<file path="config.mk">
export PLATFORM = sky130hd
export DESIGN_NAME = instr_mem_loader
export DESIGN_NICKNAME = d
export VERILOG_FILES = /design/src/rtl/loader_pkg.sv /design/src/rtl/loader_word_assembler.sv /design/src/rtl/instr_mem_loader.sv
export SDC_FILE = /design/constraint.sdc
export NUM_CORES = 1
export LEC_CHECK = 0
export ABC_AREA = 0
export CORE_UTILIZATION = 35
export CTS_BUF_LIST = sky130_fd_sc_hd__clkbuf_8
export CTS_CLUSTER_DIAMETER = 60
export DETAILED_ROUTE_END_ITERATION = 8
export PLACE_DENSITY = 0.58
export REMOVE_ABC_BUFFERS = 1
export SETUP_SLACK_MARGIN = 0.5
export SKIP_LAST_GASP = 1
export SLEW_MARGIN = 10
export SYNTH_ARGS = -nofsm -noshare
export SYNTH_HDL_FRONTEND = slang
export SYNTH_SLANG_ARGS = --single-unit
</file>
<file path="constraint.sdc">
create_clock -name clk -period 3.5 [get_ports clk]
set_input_delay 0.525 -clock clk [delete_from_list [all_inputs] [get_ports clk]]
set_output_delay 0.525 -clock clk [all_outputs]
set_load 0.005 [all_outputs]
</file>
<file path="src/rtl/loader_pkg.sv">
`default_nettype none
// ============================================================================
//  Module : loader_pkg
//  Brief  : Shared types and constants for the instruction-memory loader.
//  Rev    : 1.0  initial release
// ============================================================================
package loader_pkg;

    localparam int RX_BYTE_W = 8;   // width of one stream byte
    localparam int LEN_W     = 16;  // width of the word-count prefix

    typedef enum logic [2:0] {
        IDLE    = 3'd0,
        LEN0    = 3'd1,
        LEN1    = 3'd2,
        COLLECT = 3'd3,
        WRITE   = 3'd4,
        DONE    = 3'd5
    } loader_state_t;

endpackage
`default_nettype wire

</file>
<file path="src/rtl/loader_word_assembler.sv">
`default_nettype none
// ============================================================================
//  Module : loader_word_assembler
//  Brief  : Collects bytes little-endian into one instruction word. word_out
//           shows the word as it would look if byte_in were taken now, so the
//           caller can register it on the same edge as the final byte.
//  Rev    : 1.0  initial release
// ============================================================================
module loader_word_assembler
    import loader_pkg::*;
#(
    parameter int INSTRUCTION_LENGTH = 32
) (
    input  logic                          clk,
    input  logic                          rst,
    input  logic                          clear,
    input  logic                          byte_valid,
    input  logic [RX_BYTE_W-1:0]          byte_in,
    output logic [INSTRUCTION_LENGTH-1:0] word_out,
    output logic                          word_complete
);

    localparam int c_BYTES = INSTRUCTION_LENGTH / RX_BYTE_W;

    generate
        if (c_BYTES == 1) begin : g_single
            assign word_out      = byte_in;
            assign word_complete = byte_valid;
        end else begin : g_multi
            localparam int c_IDX_W = $clog2(c_BYTES);

            logic [c_IDX_W-1:0]                      r_byte_idx;
            logic [INSTRUCTION_LENGTH-RX_BYTE_W-1:0] r_shift;
            logic [INSTRUCTION_LENGTH-1:0]           w_cat;
            logic                                    w_last;

            // New byte enters at the top; earlier bytes drift toward bit 0.
            assign w_cat  = {byte_in, r_shift};
            assign w_last = (r_byte_idx == c_IDX_W'(c_BYTES - 1));

            assign word_out      = w_cat;
            assign word_complete = byte_valid && w_last;

            // Byte position counter and shift-in register; lowest byte drops out.
            always_ff @(posedge clk) begin
                if (rst || clear) begin
                    r_byte_idx <= '0;
                    r_shift    <= '0;
                end else if (byte_valid) begin
                    r_byte_idx <= w_last ? '0 : r_byte_idx + 1'b1;
                    r_shift    <= w_cat[INSTRUCTION_LENGTH-1:RX_BYTE_W];
                end
            end
        end
    endgenerate

endmodule
`default_nettype wire

</file>
<file path="src/rtl/instr_mem_loader.sv">
`default_nettype none
// ============================================================================
//  Module : instr_mem_loader
//  Brief  : Accepts a length-prefixed byte stream, assembles little-endian
//           instructions and writes them into fetch-stage instruction memory
//           through the core debug write port, holding the core in reset
//           until the program has been loaded.
//  Rev    : 1.0  initial release
// ============================================================================
module instr_mem_loader
    import loader_pkg::*;
#(
    parameter int              XLEN               = 64,
    parameter int              INSTRUCTION_LENGTH = 32,
    parameter logic [XLEN-1:0] BASE_ADDR          = '0,
    parameter int              ADDR_STRIDE        = 4,
    parameter int              MAX_WORDS          = 1024
) (
    input  logic                          clk,
    input  logic                          rst,
    input  logic                          load_start,
    input  logic                          rx_valid,
    input  logic [RX_BYTE_W-1:0]          rx_data,
    output logic                          rx_ready,
    output logic                          dbg_wr_en,
    output logic [XLEN-1:0]               dbg_addr,
    output logic [INSTRUCTION_LENGTH-1:0] dbg_instr,
    output logic                          core_rst,
    output logic                          load_busy,
    output logic                          load_done,
    output logic                          load_error,
    output logic [LEN_W-1:0]              words_loaded
);

    loader_state_t                 r_state;
    logic                          r_rx_ready;
    logic                          r_dbg_wr_en;
    logic [XLEN-1:0]               r_dbg_addr;
    logic [XLEN-1:0]               r_next_addr;
    logic [INSTRUCTION_LENGTH-1:0] r_dbg_instr;
    logic                          r_core_rst;
    logic                          r_load_busy;
    logic                          r_load_done;
    logic                          r_load_error;
    logic [LEN_W-1:0]              r_count;
    logic [LEN_W-1:0]              r_words_loaded;

    logic                          w_rx_fire;
    logic                          w_start;
    logic [LEN_W-1:0]              w_len;
    logic                          w_len_bad;
    logic                          w_last_word;
    logic [INSTRUCTION_LENGTH-1:0] w_word;
    logic                          w_word_complete;

    assign w_rx_fire   = rx_valid && r_rx_ready;
    assign w_start     = load_start && ((r_state == IDLE) || (r_state == DONE));
    assign w_len       = {rx_data, r_count[RX_BYTE_W-1:0]};
    assign w_len_bad   = (w_len == '0) || (w_len > LEN_W'(MAX_WORDS));
    // r_words_loaded doubles as the index of the word being written.
    assign w_last_word = ((r_words_loaded + LEN_W'(1)) == r_count);

    loader_word_assembler #(
        .INSTRUCTION_LENGTH (INSTRUCTION_LENGTH)
    ) u_asm (
        .clk           (clk),
        .rst           (rst),
        .clear         (w_start),
        .byte_valid    (w_rx_fire && (r_state == COLLECT)),
        .byte_in       (rx_data),
        .word_out      (w_word),
        .word_complete (w_word_complete)
    );

    // Load sequencer; every output is registered and set on the transition
    // into the state that owns it.
    always_ff @(posedge clk) begin
        if (rst) begin
            r_state        <= IDLE;
            r_rx_ready     <= 1'b0;
            r_dbg_wr_en    <= 1'b0;
            r_dbg_addr     <= BASE_ADDR;
            r_next_addr    <= BASE_ADDR;
            r_dbg_instr    <= '0;
            r_core_rst     <= 1'b1;
            r_load_busy    <= 1'b0;
            r_load_done    <= 1'b0;
            r_load_error   <= 1'b0;
            r_count        <= '0;
            r_words_loaded <= '0;
        end else begin
            r_dbg_wr_en <= 1'b0;
            case (r_state)
                IDLE, DONE: begin
                    if (w_start) begin
                        r_state        <= LEN0;
                        r_rx_ready     <= 1'b1;
                        r_core_rst     <= 1'b1;
                        r_load_busy    <= 1'b1;
                        r_load_done    <= 1'b0;
                        r_load_error   <= 1'b0;
                        r_words_loaded <= '0;
                        r_next_addr    <= BASE_ADDR;
                    end
                end
                LEN0: begin
                    if (w_rx_fire) begin
                        r_count[RX_BYTE_W-1:0] <= rx_data;
                        r_state                <= LEN1;
                    end
                end
                LEN1: begin
                    if (w_rx_fire) begin
                        r_count <= w_len;
                        if (w_len_bad) begin
                            // Core stays in reset: nothing valid was loaded.
                            r_state      <= DONE;
                            r_rx_ready   <= 1'b0;
                            r_load_busy  <= 1'b0;
                            r_load_done  <= 1'b1;
                            r_load_error <= 1'b1;
                        end else begin
                            r_state <= COLLECT;
                        end
                    end
                end
                COLLECT: begin
                    if (w_word_complete) begin
                        r_state     <= WRITE;
                        r_rx_ready  <= 1'b0;
                        r_dbg_wr_en <= 1'b1;
                        r_dbg_addr  <= r_next_addr;
                        r_dbg_instr <= w_word;
                        // Running sum wraps modulo 2^XLEN like the product form.
                        r_next_addr <= r_next_addr + XLEN'(ADDR_STRIDE);
                    end
                end
                WRITE: begin
                    r_words_loaded <= r_words_loaded + LEN_W'(1);
                    if (w_last_word) begin
                        r_state     <= DONE;
                        r_load_busy <= 1'b0;
                        r_load_done <= 1'b1;
                        r_core_rst  <= 1'b0;
                    end else begin
                        r_state    <= COLLECT;
                        r_rx_ready <= 1'b1;
                    end
                end
                default: begin
                    r_state     <= IDLE;
                    r_rx_ready  <= 1'b0;
                    r_load_busy <= 1'b0;
                end
            endcase
        end
    end

    assign rx_ready     = r_rx_ready;
    assign dbg_wr_en    = r_dbg_wr_en;
    assign dbg_addr     = r_dbg_addr;
    assign dbg_instr    = r_dbg_instr;
    assign core_rst     = r_core_rst;
    assign load_busy    = r_load_busy;
    assign load_done    = r_load_done;
    assign load_error   = r_load_error;
    assign words_loaded = r_words_loaded;

endmodule
`default_nettype wire
</file>
; Yosys cells after proc, flatten, opt, wreduce, memory -nomap -nowiden
; Index checks and enable logic that the tools add are counted.
[totals]
in_bits = 12
out_inout_bits = 118
regBits = 227
wordCells = 95
[op_classes]
addsub = 3
eq_ne = 14
n_bitwise = 4
n_reduce_logical = 27
n_lt_le_gt_ge = 1
n_mux = 31
[ops]
columns = operator, n
row1 = two-way mux 64 bit, 2
row2 = case mux 64 bit (2 select lines), 1
row3 = "adder 64 x 3 -> 64 bit, second input constant", 1
row4 = case mux 16 bit (2 select lines), 1
row5 = two-way mux 3 bit, 6
row6 = "adder 16 x 1 -> 16 bit, second input constant", 1
row7 = == test 16 bit, 1
row8 = "> comparator 16 x 11 -> 1 bit, second input constant", 1
row9 = zero test 16 bit, 1
row10 = two-way mux 16 bit, 1
row11 = case mux 8 bit (2 select lines), 1
row12 = case mux 3 bit (5 select lines), 1
row13 = two-way mux 1 bit, 11
row14 = "inequality test 2 bit, second input constant", 5
row15 = AND reduction 5 bit, 2
row16 = AND reduction 3 bit, 3
row17 = two-way mux 8 bit, 1
row18 = AND reduction 4 bit, 2
row19 = "== test 3 x 2 -> 1 bit, second input constant", 2
row20 = "== test 3 bit, second input constant", 2
row21 = AND reduction 2 bit, 3
row22 = AND reduction 6 bit, 1
row23 = nonzero test 2 bit, 3
row24 = OR reduction 2 bit, 3
row25 = other kinds (14), 24

; Longest topological paths before layout
[depth]
word_depth = 5
mapped_depth = 10
mapped_depth_nobuf = 9

; Modules after synthesis
; A second synthesis with hierarchy kept.
[unflattened]
cells_unflattened = 1147
area_unflattened_um2 = 9641.7
[modules_own_cells]
columns = module, instances, seq_area_each_um2, area_per_inst_um2, cells_each
row1 = instr_mem_loader, 1, 3943.8, 8630.8, 1051
row2 = loader_word_assembler, 1, 520.5, 1011.0, 96

; Worst setup path before layout
; OpenSTA, ideal clock, no wires.
[synth_timing]
kind = reg-to-reg
start = register r_words_loaded[0], in the netlist words_loaded[0]
end = register r_rx_ready, in the netlist rx_ready
period_less_slack_ns = 2.608
required_ns = 3.377
slack_ns = 0.892
t_arrival_ns = 2.485
setup_time_ns = 0.123
stages_incl_launch_ff = 10
path_cell_list = dfxtp_1 > ha_1 > nand3_2 > nor4_2 > xnor2_1 > nor2_1 > nor4b_1 > nand4_2 > o21ai_2 > mux2_1
[synth_via]
elab_chain_len = 4
[synth_lines]
columns = element, line_no
row1 = "start, declared", instr_mem_loader.sv:46  ; logic [LEN_W-1:0] r_words_loaded;
row2 = "start signal, assigned", instr_mem_loader.sv:139  ; r_words_loaded <= r_words_loaded + LEN_W'(1);
row3 = adder 16 x 1 -> 16 bit, instr_mem_loader.sv:61  ; assign w_last_word = ((r_words_loaded + LEN_W'(1)) == r_count);
row4 = == test 16 bit, instr_mem_loader.sv:61
row5 = inequality test 2 bit (no line), -
row6 = AND reduction 6 bit (no line), -
row7 = "end signal, assigned", instr_mem_loader.sv:80  ; r_rx_ready <= 1'b0;
row8 = "end signal, assigned", instr_mem_loader.sv:97  ; r_rx_ready <= 1'b1;
row9 = "end signal, assigned", instr_mem_loader.sv:118  ; r_rx_ready <= 1'b0;
row10 = "end, declared", instr_mem_loader.sv:36  ; logic r_rx_ready;
; No other way between the ends.
; A chain may end at the register's enable or synchronous reset.

; Final worst setup path
[layout_timing]
start = register r_words_loaded[2], in the netlist words_loaded[2]
end = register r_rx_ready, in the netlist rx_ready
; The elaborated chain is that of the path after synthesis.

==> metrics.md <==
| Metric | Value |
|---|---|
| Worst Setup Start Kind | flip-flop |
| End of the critical path | rx_ready |
| Worst reg2reg path endpoint | rx_ready |
| CP cell instances | nand4_4 > or3_1 > xnor2_1 > o31ai_1 > nor4b_2 > nand4_2 > o21ai_2 > mux2_1 |
| Antenna-violating nets left | 0 |
| Avg WL per Cell | 14.37 um |
| Layout cell share with drive strength beyond 1 | about 8.7% |
| Crit-path slowest cell | dfxtp_1 |
| Synth Area per Inst | ~8.1 um^2 |
| Max Cap Viol | 0 |
| Fmax | approximately 360 MHz |
| Num rows | between 50 and 60 |
| Worst skew pair latency | roughly 0.52 ns |
| Final wirelength | between 20000 and 25000 um |
| Post-CTS Setup Inserts | 0 |
| Seq/Total Area, Yosys | between 40% and 50% |
| Clock Skew | approximately 0.021 ns |
| RR Startpoint | words_loaded[2] |
| I/O Buffers | around 130 |
| Grt total ovfl | 0 |
| Root Driver | clkbuf_8 |
| DP HPWL | roughly 15000 um |
| Top_reg_cell synth | dfxtp_1 |
| CP Max Fanout | 9 |
| Final Net Count | 1281 |
| Longest Clk Path Bufs | 3 |
| Worst Path Arrival | 3.16 ns |
| Status | completed |
| Final antenna diode count | 0 |
| Post-Syn Area | approximately 0.0093 mm^2 |
| Synth area leader | dfxtp_1 |
| CP required | a little under 4 ns |
| Drt pass-1 iters | 5 |
| Synth Instances | ~1.2k |
| CTS tree | done |
| Static leakage | 3.912 nW |
| Setup crit end kind | flip-flop |
| TNS Setup | 0 ns |
| Placed Instances | between 1.5k and 2k |
| Overall die width | 165.2 um |
| RSZ-0062 raised after global routing | no |
| FF/Latch Area | between 0.004 and 0.005 mm^2 |
| Via count | just over 8k |
| Max Slew Vio Count | 0 |
| FILL cells | ~2.6k |
| Final setup vio count | 0 |
| Synth top cells by count | nand2_1 (291), dfxtp_1 (223), a21oi_1 (159) |
| Most frequent cell after synthesis | nand2_1 |
| #FFs+latches synth | about 220 |
| Total CTS buffers | 39 |
| Final Hold Fails | 0 |
| Worst Max-Slew Pin Slew | roughly 1.0 ns |
| Starting Density | between 30% and 40% |
| YS warnings | 0 |
| Layout Utilization | around 45% |
| Initial detailed-routing violation count | roughly 580 |
| Post-Layout Cell Count | between 1.5k and 2k |
| Library cells used by synthesis | between 60 and 70 |
| GRT Resource Usage Total | between 10% and 20% |
| Die Area | 0.02729 mm^2 |
| Final Critical Period | approximately 2.8 ns |
| Largest stage delay, worst path | approximately 0.52 ns |
| Worst Slack Setup Final | approximately 0.74 ns |
| Initial antenna violation count | 0 |
| Register-to-Register Path Depth | 8 |
| H-tree depth | 2 |
| Pwr Total | about 5.2 mW |
| Vias in the first global route | approximately 7.5k |
| Top-area cell type share of the netlist area | between 40% and 50% |
| Slew margin rel. | 30.73% |
| Clk sinks | around 220 |
| WS Path Type | reg -> reg |
| Area grow syn2layout | 25.46% |
| Worst Setup SP | words_loaded[2] |
| Pwr Density | approximately 440 mW/mm^2 |
| GPL Wtd Cong | about 0.85 |
| EDFF count, synth | 0 |
| Final period util | between 70 and 80% |
| Main area contributors after synthesis | dfxtp_1 (48%), nand2_1 (12%), a21oi_1 (8.5%) |
| I/O Pins | 130 |
| Die Y | 165.2 um |
| Worst hold path class | in -> reg |
| Placeable Area | 0.02606 mm^2 |
| Ys async rst share | 0% |
| Largest net degree at the start of global routing | 96 |
| # DRC | 0 |
| Via/cell ratio | slightly below 5 |
| FF-to-FF setup slack | about 0.74 ns |
| Place WS | 0.4947 ns |
| First-pass GRT wire length | about 38000 um |
| Multi-input logic area | 0.004576 mm^2 |
| VDD IR max | roughly 0.20 mV |
| Clk slew on worst S/H paths | ~0.060 ns |
-- worst min path at each step --
stage,start,endpoint,slack [ns],cells after the start
after floorplan,u_asm.g_multi.r_shift[0],dbg_instr[0],0.43,2
after global placement,dbg_instr[18],dbg_instr[18],0.44,2
after detailed placement,dbg_addr[53],dbg_addr[53],0.45,2
after CTS,rst,r_next_addr[3],0.32,2
after global routing,rst,r_next_addr[2],0.32,2
final,rst,r_next_addr[2],0.35,2
-- cells by family after synthesis --
kind of cell | after synthesis | share of synthesized area, %
flip-flops | 223 | 47.89
AO/OA/AOI/OAI | 217 | 12.90
adder cells (fa/ha/maj) | 3 | 0.4027
XOR/XNOR | 74 | 6.952
AND/OR/NAND/NOR | 545 | 27.24
multiplexers | 10 | 1.087
buffers and inverters | 80 | 3.490
other | 1 | 0.04022
-- layer usage --
layer  wire length, um  GRT usage (%)
met1             11520          24.22
met2             10370          26.68
met3              1058          2.847
met4               409          5.421
met5                 0              0
-- sequential cells by signal, summed over array words and instances (netlist names) --
name and count:
load_error 1, dbg_wr_en 1, r_state 3, u_asm.g_multi.r_shift 24, dbg_instr 32, u_asm.g_multi.r_byte_idx 2, r_next_addr 62, load_busy 1
load_done 1, r_count 16, core_rst 1, words_loaded 16, rx_ready 1, dbg_addr 62
-- layout by cell type (no fill, tap or decap), drive strengths merged, types with 4 or more instances in the layout --
master / n
nand2: 293
inv: 19
xor2: 38
and4: 6
clkdlybuf4s50: 126
o21ai: 25
or3: 10
nor2b: 9
nor3b: 7
a21oi: 160
dfxtp: 223
nand3: 36
a31oi: 7
mux2i: 9
nand4: 10
nor4: 7
a211oi: 5
and2: 9
nor2: 104
and3: 14
xnor2: 36
clkbuf: 50
nand2b: 4
buf: 18
nor3: 28
-- through the flow --
stage / instance area, um^2 / hold WS [ns]
CTS: 11670 / 0.3171
global placement: 10880 / 0.4425
finish: 11700 / 0.3461
floorplan: 9027 / 0.4260
global route: 11700 / 0.3210
detailed placement: 10880 / 0.4466
-- cell type report --
| class | count | share of cell area (%) |
|---|---|---|
| clock inverter | 16 | 0.8344 |
| clock buffer | 50 | 5.884 |
| inverter | 7 | 0.2246 |
| timing repair buffer | 144 | 12.15 |
| tap | 335 | 3.584 |
| multi-input combinational | 851 | 39.12 |
| sequential | 223 | 38.20 |
-- timing repair --
action | 4_1_cts | 5_1_grt
pin swaps | 0 | 1
hold buffers | 0 | 0
endpoints found under the setup margin | 1 | 6
gates resized for setup | 1 | 6
-- worst max-delay path: cells and delay by family (launching register included) --
family                    cells  cell delay [ns]
xor gates and xnor gates      1             0.16
muxes                         1             0.32
DFF                           1             0.52
and+or+nand+nor               4             1.21
AOI/OAI and AO/OA             2             0.42
-- report_power, final --
group,internal [mW],switching (mW),leakage (nW)
logic,0.0808,0.155,1.67
clock network,1.35,1.04,0.445
registers,2.55,0.0212,1.80
No activity file was read; power rests on OpenSTA's default activity.
